==> src/rtl/bp_be_dcache_pkg.sv <==
// Shared types and width helpers for the dcache trace issuer slice.
package bp_be_dcache_pkg;

  typedef enum logic [1:0] {
    BP_CFG_FLOWVAR,
    BP_CFG_TINY
  } bp_params_e;

  localparam int dcache_opcode_width_gp = 5;

  function automatic int bp_paddr_width(input bp_params_e cfg);
    case (cfg)
      BP_CFG_TINY: return 32;
      default:     return 40;
    endcase
  endfunction

  function automatic int bp_page_offset_width(input bp_params_e cfg);
    case (cfg)
      BP_CFG_TINY: return 12;
      default:     return 12;
    endcase
  endfunction

  function automatic int bp_dword_width(input bp_params_e cfg);
    case (cfg)
      BP_CFG_TINY: return 32;
      default:     return 64;
    endcase
  endfunction

  // Packet layout is {opcode, page_offset, data}.
  function automatic int bp_be_dcache_pkt_width(input int page_offset_width, input int dword_width);
    return dcache_opcode_width_gp + page_offset_width + dword_width;
  endfunction

  localparam int ptag_width_lp       = bp_paddr_width(BP_CFG_FLOWVAR) - bp_page_offset_width(BP_CFG_FLOWVAR);
  localparam int dcache_pkt_width_lp = bp_be_dcache_pkt_width(bp_page_offset_width(BP_CFG_FLOWVAR),
                                                              bp_dword_width(BP_CFG_FLOWVAR));
  localparam int payload_width_lp    = 1 + ptag_width_lp + dcache_pkt_width_lp;

  typedef enum logic [1:0] {
    e_ready,
    e_tl,
    e_tv,
    e_miss
  } bp_be_dcache_issuer_state_e;

endpackage

==> src/rtl/bsg_counter_clear_up.sv <==
// Up counter with synchronous clear that saturates at max_val_p.
module bsg_counter_clear_up #(
  parameter int max_val_p  = 2**16-1,
  parameter int init_val_p = 0,
  localparam int width_lp  = $clog2(max_val_p+1)
) (
  input  logic                clk_i,
  input  logic                reset_i,
  input  logic                clear_i,
  input  logic                up_i,
  output logic [width_lp-1:0] count_o
);

  localparam logic [width_lp-1:0] max_lp  = width_lp'(max_val_p);
  localparam logic [width_lp-1:0] init_lp = width_lp'(init_val_p);

  always_ff @(posedge clk_i) begin
    if (reset_i || clear_i) begin
      count_o <= init_lp;
    end else if (up_i && (count_o != max_lp)) begin
      count_o <= count_o + 1'b1;
    end
  end

endmodule

==> src/rtl/bsg_dff_reset_en.sv <==
// Enabled register with synchronous clear to zero.
module bsg_dff_reset_en #(
  parameter int width_p = 1
) (
  input  logic               clk_i,
  input  logic               reset_i,
  input  logic               en_i,
  input  logic [width_p-1:0] data_i,
  output logic [width_p-1:0] data_o
);

  always_ff @(posedge clk_i) begin
    if (reset_i) begin
      data_o <= '0;
    end else if (en_i) begin
      data_o <= data_i;
    end
  end

endmodule

==> src/rtl/bp_be_dcache_trace_issuer.sv <==
// Replays trace entries into the dcache one at a time, reissuing on a miss.
//
// state   | meaning
// e_ready | waiting for a trace entry; packet driven straight from the trace
// e_tl    | packet accepted, tag/uncached presented from the hold register
// e_tv    | waiting for the dcache to respond or report a miss
// e_miss  | reissuing the held packet once the dcache is ready
module bp_be_dcache_trace_issuer
  import bp_be_dcache_pkg::bp_params_e, bp_be_dcache_pkg::BP_CFG_FLOWVAR,
         bp_be_dcache_pkg::bp_paddr_width, bp_be_dcache_pkg::bp_page_offset_width,
         bp_be_dcache_pkg::bp_dword_width, bp_be_dcache_pkg::bp_be_dcache_pkt_width;
#(
  parameter bp_params_e bp_params_p = BP_CFG_FLOWVAR,
  parameter int timeout_p = 1024,
  localparam int paddr_width_p       = bp_paddr_width(bp_params_p),
  localparam int page_offset_width_p = bp_page_offset_width(bp_params_p),
  localparam int dword_width_p       = bp_dword_width(bp_params_p),
  localparam int ptag_width_lp       = paddr_width_p - page_offset_width_p,
  localparam int dcache_pkt_width_lp = bp_be_dcache_pkt_width(page_offset_width_p, dword_width_p),
  localparam int payload_width_lp    = 1 + ptag_width_lp + dcache_pkt_width_lp
) (
  input  logic                           clk_i,
  input  logic                           reset_i,
  input  logic                           trace_v_i,
  input  logic [payload_width_lp-1:0]    trace_data_i,
  output logic                           trace_yumi_o,
  output logic [dcache_pkt_width_lp-1:0] dcache_pkt_o,
  output logic                           dcache_v_o,
  input  logic                           dcache_ready_i,
  output logic [ptag_width_lp-1:0]       ptag_o,
  output logic                           uncached_o,
  input  logic                           dcache_resp_v_i,
  input  logic                           dcache_miss_i,
  input  logic                           resp_ready_i,
  output logic [15:0]                    issued_o,
  output logic [15:0]                    replays_o,
  output logic                           error_o
);

  import bp_be_dcache_pkg::bp_be_dcache_issuer_state_e;
  import bp_be_dcache_pkg::e_ready, bp_be_dcache_pkg::e_tl,
         bp_be_dcache_pkg::e_tv, bp_be_dcache_pkg::e_miss;

  localparam int wait_width_lp = $clog2(timeout_p+1);
  localparam logic [wait_width_lp-1:0] timeout_lp = wait_width_lp'(timeout_p);

  bp_be_dcache_issuer_state_e state_r;
  logic [payload_width_lp-1:0] hold_r;
  logic [wait_width_lp-1:0]    wait_cnt;
  logic issue, resp_done, miss_replay, state_change, waiting, timeout_hit, error_r;

  always_comb begin
    dcache_v_o = 1'b0;
    case (state_r)
      e_ready: dcache_v_o = trace_v_i & resp_ready_i;
      e_miss:  dcache_v_o = dcache_ready_i;
      default: dcache_v_o = 1'b0;
    endcase
    if (reset_i) dcache_v_o = 1'b0;
  end

  assign issue        = dcache_v_o & dcache_ready_i;
  assign trace_yumi_o = issue & (state_r == e_ready);
  // A response in the same cycle as a miss means the data arrived; ignore the miss.
  assign resp_done    = (state_r == e_tv) & dcache_resp_v_i;
  assign miss_replay  = (state_r == e_tv) & dcache_miss_i & ~dcache_resp_v_i;
  assign state_change = issue | (state_r == e_tl) | resp_done | miss_replay;
  assign waiting      = (state_r == e_tv) | (state_r == e_miss);

  assign dcache_pkt_o = (state_r == e_ready) ? trace_data_i[dcache_pkt_width_lp-1:0]
                                             : hold_r[dcache_pkt_width_lp-1:0];
  assign ptag_o       = hold_r[dcache_pkt_width_lp +: ptag_width_lp];
  assign uncached_o   = hold_r[payload_width_lp-1];

  always_ff @(posedge clk_i) begin
    if (reset_i) begin
      state_r <= e_ready;
      error_r <= 1'b0;
    end else begin
      case (state_r)
        e_ready: if (issue) state_r <= e_tl;
        e_tl:    state_r <= e_tv;
        e_tv: begin
          if (resp_done)        state_r <= e_ready;
          else if (miss_replay) state_r <= e_miss;
        end
        e_miss:  if (issue) state_r <= e_tl;
        default: state_r <= e_ready;
      endcase
      if (timeout_hit) error_r <= 1'b1;
    end
  end

  assign timeout_hit = (wait_cnt == timeout_lp);
  assign error_o     = ~reset_i & (error_r | timeout_hit);

  bsg_dff_reset_en #(.width_p(payload_width_lp)) hold_reg (
    .clk_i   (clk_i),
    .reset_i (reset_i),
    .en_i    (trace_yumi_o),
    .data_i  (trace_data_i),
    .data_o  (hold_r)
  );

  bsg_counter_clear_up #(.max_val_p(2**16-1)) issued_cnt (
    .clk_i   (clk_i),
    .reset_i (reset_i),
    .clear_i (1'b0),
    .up_i    (resp_done),
    .count_o (issued_o)
  );

  bsg_counter_clear_up #(.max_val_p(2**16-1)) replays_cnt (
    .clk_i   (clk_i),
    .reset_i (reset_i),
    .clear_i (1'b0),
    .up_i    (miss_replay),
    .count_o (replays_o)
  );

  // Saturates at timeout_p so a stuck wait never wraps back below the threshold.
  bsg_counter_clear_up #(.max_val_p(timeout_p)) wait_counter (
    .clk_i   (clk_i),
    .reset_i (reset_i),
    .clear_i (state_change),
    .up_i    (waiting),
    .count_o (wait_cnt)
  );

endmodule

==> config.mk <==
export PLATFORM = sky130hd
export DESIGN_NAME = bp_be_dcache_trace_issuer
export DESIGN_NICKNAME = d
export VERILOG_FILES = /design/src/rtl/bp_be_dcache_pkg.sv /design/src/rtl/bsg_counter_clear_up.sv /design/src/rtl/bsg_dff_reset_en.sv /design/src/rtl/bp_be_dcache_trace_issuer.sv
export SDC_FILE = /design/constraint.sdc
export NUM_CORES = 1
export LEC_CHECK = 0
export CORE_UTILIZATION = 50
export DETAILED_ROUTE_END_ITERATION = 7
export DONT_BUFFER_PORTS = 1
export PLACE_DENSITY = 0.79
export SLEW_MARGIN = 20
export SYNTH_ARGS = -nofsm -noshare
export SYNTH_HDL_FRONTEND = slang
export SYNTH_SLANG_ARGS = --single-unit
==> constraint.sdc <==
create_clock -name clk_i -period 2.05 [get_ports clk_i]
set_clock_uncertainty 0.15 [all_clocks]
set_input_delay 0.41 -clock clk_i [delete_from_list [all_inputs] [get_ports clk_i]]
set_output_delay 0.41 -clock clk_i [all_outputs]
set_load 0.01 [all_outputs]
# [Word-level counts from Yosys, hierarchy flattened]
# Cells that the tools add are included.
[word_totals] wordCells=46 output_inout_bits=145 register_bits=156 in_bits=117
[op_classes] n_mux=7 eq_ne=9 addsub=3 n_reduce_logical=7 bitwise_logic=14
[op_table] op="81-bit 2-to-1 mux" n=1
[op_table] op="16-bit by 1-bit adder with 16-bit output (second input constant)" n=2
[op_table] op="16-bit inequality test (second input constant)" n=2
[op_table] op="11-bit by 1-bit adder with 11-bit output (second input constant)" n=1
[op_table] op="11-bit == test (second input constant)" n=1
[op_table] op="11-bit inequality test (second input constant)" n=1
[op_table] op="1-bit AND" n=7
[op_table] op="2-bit 2-to-1 mux" n=3
[op_table] op="2-bit case mux with 3 select lines" n=1
[op_table] op="1-bit OR" n=5
[op_table] op="2-bit == test (second input constant)" n=2
[op_table] op="1-bit logical AND" n=3
[op_table] op="3-bit by 2-bit inequality test with 1-bit output (second input constant)" n=1
[op_table] op="2-bit by 1-bit == test with 1-bit output (second input constant)" n=1
[op_table] op="2-bit zero test" n=1
[op_table] op="2-bit by 1-bit inequality test with 1-bit output (second input constant)" n=1
[op_table] op="1-bit NOT" n=2
[op_table] op="1-bit case mux with 2 select lines" n=1
[op_table] op="2-bit AND reduction" n=1
[op_table] op="2-bit OR reduction" n=1
[op_table] op="1-bit logical OR" n=1
[op_table] op="1-bit 2-to-1 mux" n=1

# [Logic depth before layout (Yosys ltp)]
# Gate-level depths: netlist (run 1).
[logic_depth] word_depth=8 ltp_mapped=9 ltp_nobuf=7

# [Modules after synthesis]
# A second synthesis (run 1) with hierarchy kept.
[unflattened] cells_unflattened=749 area_unflattened_um2=7586.0
[by_module_without_submodules] module="bsg_dff_reset_en" instances=1 cells_each=354 area_each_um2=3996.3 seq_area_each_um2=2202.1
[by_module_without_submodules] module="bsg_counter_clear_up (issued_cnt ...)" instances=2 cells_each=95 area_each_um2=847.1 seq_area_each_um2=320.3
[by_module_without_submodules] module="bp_be_dcache_trace_issuer" instances=1 cells_each=131 area_each_um2=1267.5 seq_area_each_um2=60.1
[by_module_without_submodules] module="bsg_counter_clear_up (wait_counter)" instances=1 cells_each=74 area_each_um2=628.1 seq_area_each_um2=220.2

# [Worst setup path after synthesis (run 1)]
# No wires, ideal clock.
[synth_timing] path_kind="flip-flop to output port" from="register state_r[1]" to="output dcache_v_o" setup_slack_ps=-127 stages_incl_launch_ff=7 required_time_ps=1490 n_path_buf=2 arrival_time_ps=1617 cell_sequence="dfxtp_1 > inv_1 > ha_1 > clkbuf_1 > clkbuf_1 > a32oi_1 > nor3_1"
[synth_between] elab_chain_len=3
[synth_rtl] element="start, declared" line_no="bp_be_dcache_trace_issuer.sv:47" text="bp_be_dcache_issuer_state_e state_r;"
[synth_rtl] element="start signal, assigned" line_no="bp_be_dcache_trace_issuer.sv:77" text="state_r <= e_ready;"
[synth_rtl] element="start signal, assigned" line_no="bp_be_dcache_trace_issuer.sv:81" text="e_ready: if (issue) state_r <= e_tl;"
[synth_rtl] element="start signal, assigned" line_no="bp_be_dcache_trace_issuer.sv:82" text="e_tl: state_r <= e_tv;"
[synth_rtl] element="2-bit == test / 2-bit zero test (equally long branches)" line_no="bp_be_dcache_trace_issuer.sv:54" text="case (state_r)"
[synth_rtl] element="1-bit case mux with 2 select lines (*)" line_no="bp_be_dcache_trace_issuer.sv:54"
[synth_rtl] element="1-bit 2-to-1 mux (*)" line_no="bp_be_dcache_trace_issuer.sv:59" text="if (reset_i) dcache_v_o = 1'b0;"
[synth_rtl] element="end, declared" line_no="bp_be_dcache_trace_issuer.sv:28" text="output logic dcache_v_o,"
# Mark *: on every way between the ends. The rest lies on a longest branch, timed or not.

# [Final worst setup path (run 1)]
[layout_timing] from="register state_r[0]" to="output dcache_pkt_o[35]"
[layout_between] elab_chain_len=2
[layout_rtl] element="2-bit zero test" line_no="bp_be_dcache_trace_issuer.sv:70" text="assign dcache_pkt_o = (state_r == e_ready) ? trace_data_i[dcache_pkt_width_lp-1:0]"
[layout_rtl] element="81-bit 2-to-1 mux" line_no="bp_be_dcache_trace_issuer.sv:70"
[layout_rtl] element="end, declared" line_no="bp_be_dcache_trace_issuer.sv:27" text="output logic [dcache_pkt_width_lp-1:0] dcache_pkt_o,"
# No other way between the ends.

==> results.md, run 1 <==
* Clk sinks at 156
* Worst Path Required at between 1 and 1.5 ns
* Antenna fix cells at 0
* Vias in the first global route at 6121
* Max-cap violations at 0
* Root Driver: clkbuf_16
* DR pass1 iterations at 5
* Post-DR vias/cell at 6.083
* Asr flop ratio synth at 0%
* Inst Count DP at between 1k and 1.5k
* Minimum clock period at 2.349 ns
* Dpl hpwl at 12220 um
* Setup CP Type: reg -> out
* Final nets at ~1.1k
* Critical path startpoint category: flip-flop
* Total Wirelength at 24900 um
* Slew @ Worst Pin at 0.5737 ns
* Largest net degree at the start of global routing at about 150
* Sequential area share after synthesis at between 40% and 50%
* Global placement routability congestion at 0.8080
* Die Height at about 120 um
* Synth Register Bits at 156
* Clk buf depth at 2
* Post-route ant nets at 0
* Most common cell after layout, fill and taps aside: nand2_1
* WP data arrival at about 1.8 ns
* Status: finished with violations
* Rel. slew slack at 61.46%
* Unique cell type count in the Yosys netlist at 49
* Max Clock Freq at 0.4257 GHz
* Critical-path maximum fanout at 30
* Fin area at 0.01034 mm2
* Die area at 0.01520 mm2
* Post-synth top flop: dfxtp_1
* Num CTS Buffers at 17
* Synth top area share at 42.46%
* Core ar. at 0.01410 mm2
* GRT Total Usage at about a quarter
* Synth Warn # at 0
* Iter 0 DRT Violations at between 400 and 500
* GR Overflow Total at 0
* Pleak at 3.790 nW
* Commonest cells after routing, fill and taps aside: nand2_1, dfxtp_1, a21oi_1, mux2_2, a21oi_2
* Mapped Nets at 1013
* Via count at approximately 6.9k
* Wirelength per Cell at 22.10 um
* Hold WS at -0.07805 ns
* Total power at 9.599 mW
* Clk slew on worst S/H paths at 0.06 ns
* Worst IR drop on VDD at around 1000 uV
* TritonCTS clock tree: yes
* Tcrit/Tclk final at 114.6%
* Core Util, Final at 73.34%
* Layout cell share with drive strength beyond 1 at 42.03%
* Cell Area, Synth at 0.007356 mm2
* Setup crit end kind: output pin
* Cell taking the most area after synthesis: dfxtp_1
* Final worst slack at -0.2990 ns
* Final setup vio count at between 150 and 200
* IO buf count at 0
* Post-synth EDFFs at 0
* Area post-placement at 0.007687 mm2
* RSZ-0062 raised after global routing: yes
* Hold Path Class: in -> reg
* Syn avg cell area at between 8 and 9 um2
* Chip width at approximately 120 um
* Clock insertion delay at the later pin of the skew report at 0.42 ns
* Non-Filler Instances at 1127
* Synth Instances at 887
* Starting Density at 52.18%
* Final Hold Vio Count at 104
* Top Ports at 262
* Initial antenna violation count at 0
* CTS Hold Bufs at 1
* Number of remaining DRC errors at 0
* Failing checks: hold timing, setup timing
* Global-route wire length before repair at 30730 um
* Clock H-tree levels at 4
* Synth top area cells: dfxtp_1, mux2_2, nand2_1, a21oi_1, buf_4
* Area delta synth->final at 40.55%
* Pins Over Slew Limit at 0
* Cell area power density at 928.4 mW/mm2
* # rows at 43
-- power by group --
part | internal [mW] | switching [mW] | leakage (nW) | total (mW)
Combinational | 1.52 | 1.41 | 2.23 | 2.93
Clock | 2.03 | 1.31 | 0.299 | 3.34
Sequential | 3.18 | 0.148 | 1.26 | 3.33
Total | 6.72 | 2.88 | 3.79 | 9.60
-- state kept, by name, indices dropped and copies added (netlist names) --
signal	cells
state_r	2
hold_reg.data_o	110
wait_counter.count_o	11
error_r	1
issued_cnt.count_o	16
replays_cnt.count_o	16
-- layer usage --
metal / share of wire, % / GRT usage [%] / vias to the layer above
met5: 0 / 0 / -
met4: 2.8 / 8.283 / 0
met3: 7.2 / 7.518 / 77
met2: 51 / 48.36 / 329
met1: 39 / 29.50 / 3312
li1: - / - / 3138
-- critical path: stages, from the launching register on --
cell and delay (ns):
dfxtp_2 0.32, inv_2 0.06, buf_6 0.10, ha_4 0.21, buf_12 0.22, mux2_2 0.42
-- final cells by class --
type | instances | area, um2
sequential | 156 | 3134
multi-input combinational | 636 | 4711
fill | 893 | 3757
clock buffer | 20 | 466.7
tap | 180 | 225.2
timing repair buffer | 112 | 1598
clock inverter | 12 | 161.4
inverter | 11 | 42.54
-- metrics by stage --
stage	setup TNS, ns	setup WS (ns)
2_1_floorplan	-7.967	-0.1130
3_5_place_dp	-5.868	-0.1630
6_report	-29.33	-0.2990
3_3_place_gp	-2.191	-0.06950
5_1_grt	-40.76	-0.3527
4_1_cts	-25.34	-0.2700
-- cell families after synthesis --
family | after synthesis | synth area share [%]
simple gates | 352 | 21.55
compound gates | 175 | 13.22
flops | 156 | 42.46
buf+inv | 95 | 6.311
mux | 90 | 13.74
xor+xnor | 10 | 1.191
fa+ha+maj | 9 | 1.531
-- worst paths after layout --
path                                                       start                                  end  slack [ns]  cells past startpoint
worst max register to register           state_r[0]$_SDFFE_PP0P_    hold_reg.data_o[101]$_SDFFE_PP0P_       -0.24                     13
worst min-delay path                                     reset_i  issued_cnt.count_o[15]$_SDFFE_PP0P_       -0.08                      1
worst max-delay path                     state_r[0]$_SDFFE_PP0P_                     dcache_pkt_o[35]       -0.30                      5
worst min register to register  hold_reg.data_o[75]$_SDFFE_PP0P_     hold_reg.data_o[75]$_SDFFE_PP0P_        0.31                      2
-- synthesized netlist by cell type (2+ instances only) --
cell type    n
o41ai_1      3
nand3b_1     3
nand4_1     12
nand2_1    237
nand4b_1     2
or4_1       13
buf_1        8
clkbuf_1    46
o31ai_1     10
nor2_1      28
buf_2        2
and2_1       4
nor4b_1      3
nor2b_1      9
inv_1       11
o21a_1       2
mux2_2      88
xnor2_1      4
and3b_1      2
mux2i_1      2
xor2_1       6
and4_1       6
o31a_1       2
buf_4       28
nor4_1       4
or3_1        4
o2111ai_1    2
o21ai_0     10
dfxtp_1    156
a211oi_1     2
a21oi_1    134
nand3_1     13
and3_1       3
nor3_1       5
ha_1         9
-- timing repair --
item                       in CTS  in global routing
gates cloned                   13                 15
pin swaps                      17                111
buffers inserted               24                  8
setup endpoints to repair     169                207
gates resized for setup       104                194
hold endpoints to repair      132                131
Power figures use the tool's default switching activity.
==> run 2, diff against run 1 <==
- ABC_CLOCK_PERIOD_IN_PS: unset -> 2050
- SKIP_LAST_GASP: unset -> 1
==> results.md, run 2 (same netlist as run 1, synthesis figures left out) <==
* Status: finished with violations
* Failing checks: hold timing, setup timing
* Setup crit end kind: output pin
* Num CTS Buffers at 17
* Internal at 6.658 mW
* Worst IR drop on VDD at 1160 uV
* Antenna fix cells at 0
* Critical-path maximum fanout at 31
* Most common cell after layout, fill and taps aside: nand2_1
* Initial antenna violation count at 0
* Final setup vio count at ~180
* Commonest cells after routing, fill and taps aside: nand2_1, dfxtp_1, a21oi_1, mux2_2, buf_4
* Hold Path Depth at 1
* Dpl hpwl at 12220 um
* Switching Fraction at around 29%
* GRT Total Usage at 26.50%
* Hold endpoint: issued_cnt.count_o[15]$_SDFFE_PP0P_
* Slew @ Worst Pin at 0.5763 ns
* Clk buf depth at 2
* Top Ports at 262
* GR Overflow Total at 0
* Global placement routability congestion at 0.8080
* DR pass1 iterations at 5
* Layout cell share with drive strength beyond 1 at a little under two fifths
* Iter 0 DRT Violations at 478
* Final worst slack at -0.2829 ns
* Core ar. at between 0.01 and 0.015 mm2
* Final Hold Vio Count at 101
* Top reg by flops: hold_reg.data_o
* R2R Path End: hold_reg.data_o[101]$_SDFFE_PP0P_
* Post-route ant nets at 0
* Post-DR vias/cell at between 5 and 6
* Max-cap violations at 0
* Tcrit/Tclk final at 113.8%
* CTS Hold Bufs at 1
* # rows at 43
* Minimum clock period at 2.333 ns
* Reg2reg start: state_r[0]$_SDFFE_PP0P_
* Total Wirelength at 23210 um
* Critical hold path startpoint: reset_i
* Number of remaining DRC errors at 0
* TritonCTS clock tree: yes
* Setup CP Type: reg -> out
* Gate power share at 29.6%
* Clock H-tree levels at 4
* Filler cells at between 900 and 1k
* Rel. slew slack at 61.29%
* Max FFs per register at 110
* DP Worst Slack at -0.1630 ns
* Starting Density at 52.18%
* Critical path startpoint category: flip-flop
* IO buf count at 0
* Root Driver: clkbuf_16
* Worst Path Required at 1.49 ns
* Cell area power density at 938.6 mW/mm2
* Die Height at 123.3 um
* Flop pwr share at about a third
* WP data arrival at 1.77 ns
* Biggest regs: hold_reg.data_o x110, issued_cnt.count_o x16, replays_cnt.count_o x16
* Max Clock Freq at about 0.43 GHz
* Clk sinks at 156
* Hold Path Class: in -> reg
* Die area at 0.01520 mm2
* Chip width at ~120 um
* Wirelength per Cell at about 21 um
* R2r setup slk at -0.20 ns
* Clock insertion delay at the later pin of the skew report at 0.42 ns
* R2R depth at 13
* Hold WS at -0.08355 ns
* Pins Over Slew Limit at 0
* Via count at 6645
* Net Sw Power at ~2.8 mW
* Vias in the first global route at 6152
* Clk slew on worst S/H paths at 0.06 ns
* Global-route wire length before repair at 30770 um
* RSZ-0062 raised after global routing: yes
* Pleak at around 3.7 nW
* Largest net degree at the start of global routing at 153
* Final nets at about 1.1k
* Clock power share at 35.3%
* Area delta synth->final at 36.74%
[run 2: changes by cell type in the layout (fill, tap and decap cells not counted), moves of 3 or more]
| cell | change |
|---|---|
| mux2_2 | +7 |
| mux2_4 | -7 |
| a21oi_1 | +18 |
| a21oi_2 | -18 |
| clkbuf_16 | -3 |
| nand2_4 | -16 |
| nand2_1 | +17 |
[run 2: metal layers]
layer	vias up	wire (um)	GRT usage (%)
li1	3140	-	-
met1	3162	9277	29.59
met2	305	11930	48.15
met3	38	1621	7.196
met4	0	386	8.961
met5	-	0	0
[run 2: final cells by class]
type	instances	area (um2)	area share [%]
multi-input combinational	636	4494	44.68
sequential	156	3134	31.16
timing repair buffer	111	1534	15.25
clock buffer	20	466.7	4.640
tap	180	225.2	2.239
clock inverter	12	161.4	1.605
inverter	11	42.54	0.4229
[run 2: worst max-delay path by stage]
stage / from / end / cells past startpoint
4_1_cts: state_r[0]$_SDFFE_PP0P_ / dcache_pkt_o[72] / 5
6_report: state_r[0]$_SDFFE_PP0P_ / dcache_pkt_o[72] / 5
3_3_place_gp: state_r[0]$_SDFFE_PP0P_ / hold_reg.data_o[85]$_SDFFE_PP0P_ / 10
5_1_grt: state_r[0]$_SDFFE_PP0P_ / dcache_pkt_o[55] / 5
3_5_place_dp: state_r[0]$_SDFFE_PP0P_ / hold_reg.data_o[58]$_SDFFE_PP0P_ / 10
2_1_floorplan: state_r[1]$_SDFFE_PP0P_ / dcache_pkt_o[10] / 5
[run 2: metrics by stage]
step	instances	instance area [um2]	total power [mW]	util, %	setup TNS [ns]
final	1126	10060	9.441	71.36	-30.00
after global routing	1126	10060	9.790	71.36	-40.94
after CTS	1107	9218	9.178	65.39	-28.93
after detailed placement	1041	7687	5.325	54.54	-5.868
after global placement	1041	7687	5.302	54.54	-2.191
after floorplan	887	7368	4.928	-	-7.967
[run 2: power groups by stage]
stage / clock network, mW / registers [mW] / logic (mW)
3_3_place_gp: 0 / 3.35 / 1.96
4_1_cts: 3.36 / 3.29 / 2.52
6_report: 3.33 / 3.32 / 2.79
3_5_place_dp: 0 / 3.35 / 1.97
5_1_grt: 3.51 / 3.34 / 2.94
2_1_floorplan: 0 / 3.32 / 1.61
[run 2: worst max-delay path: stages, from the launching register on]
cell	delay [ns]
dfxtp_2	0.32
inv_2	0.06
buf_6	0.10
ha_4	0.21
buf_12	0.21
mux2_2	0.41
[run 2: repair_timing]
| item | in CTS | in global routing |
|---|---|---|
| gates resized for setup | 96 | 151 |
| endpoints found under the setup margin | 169 | 207 |
| buffers inserted | 24 | 13 |
| hold endpoints to repair | 132 | 131 |
| cloned | 13 | 10 |
| pin swaps | 17 | 61 |
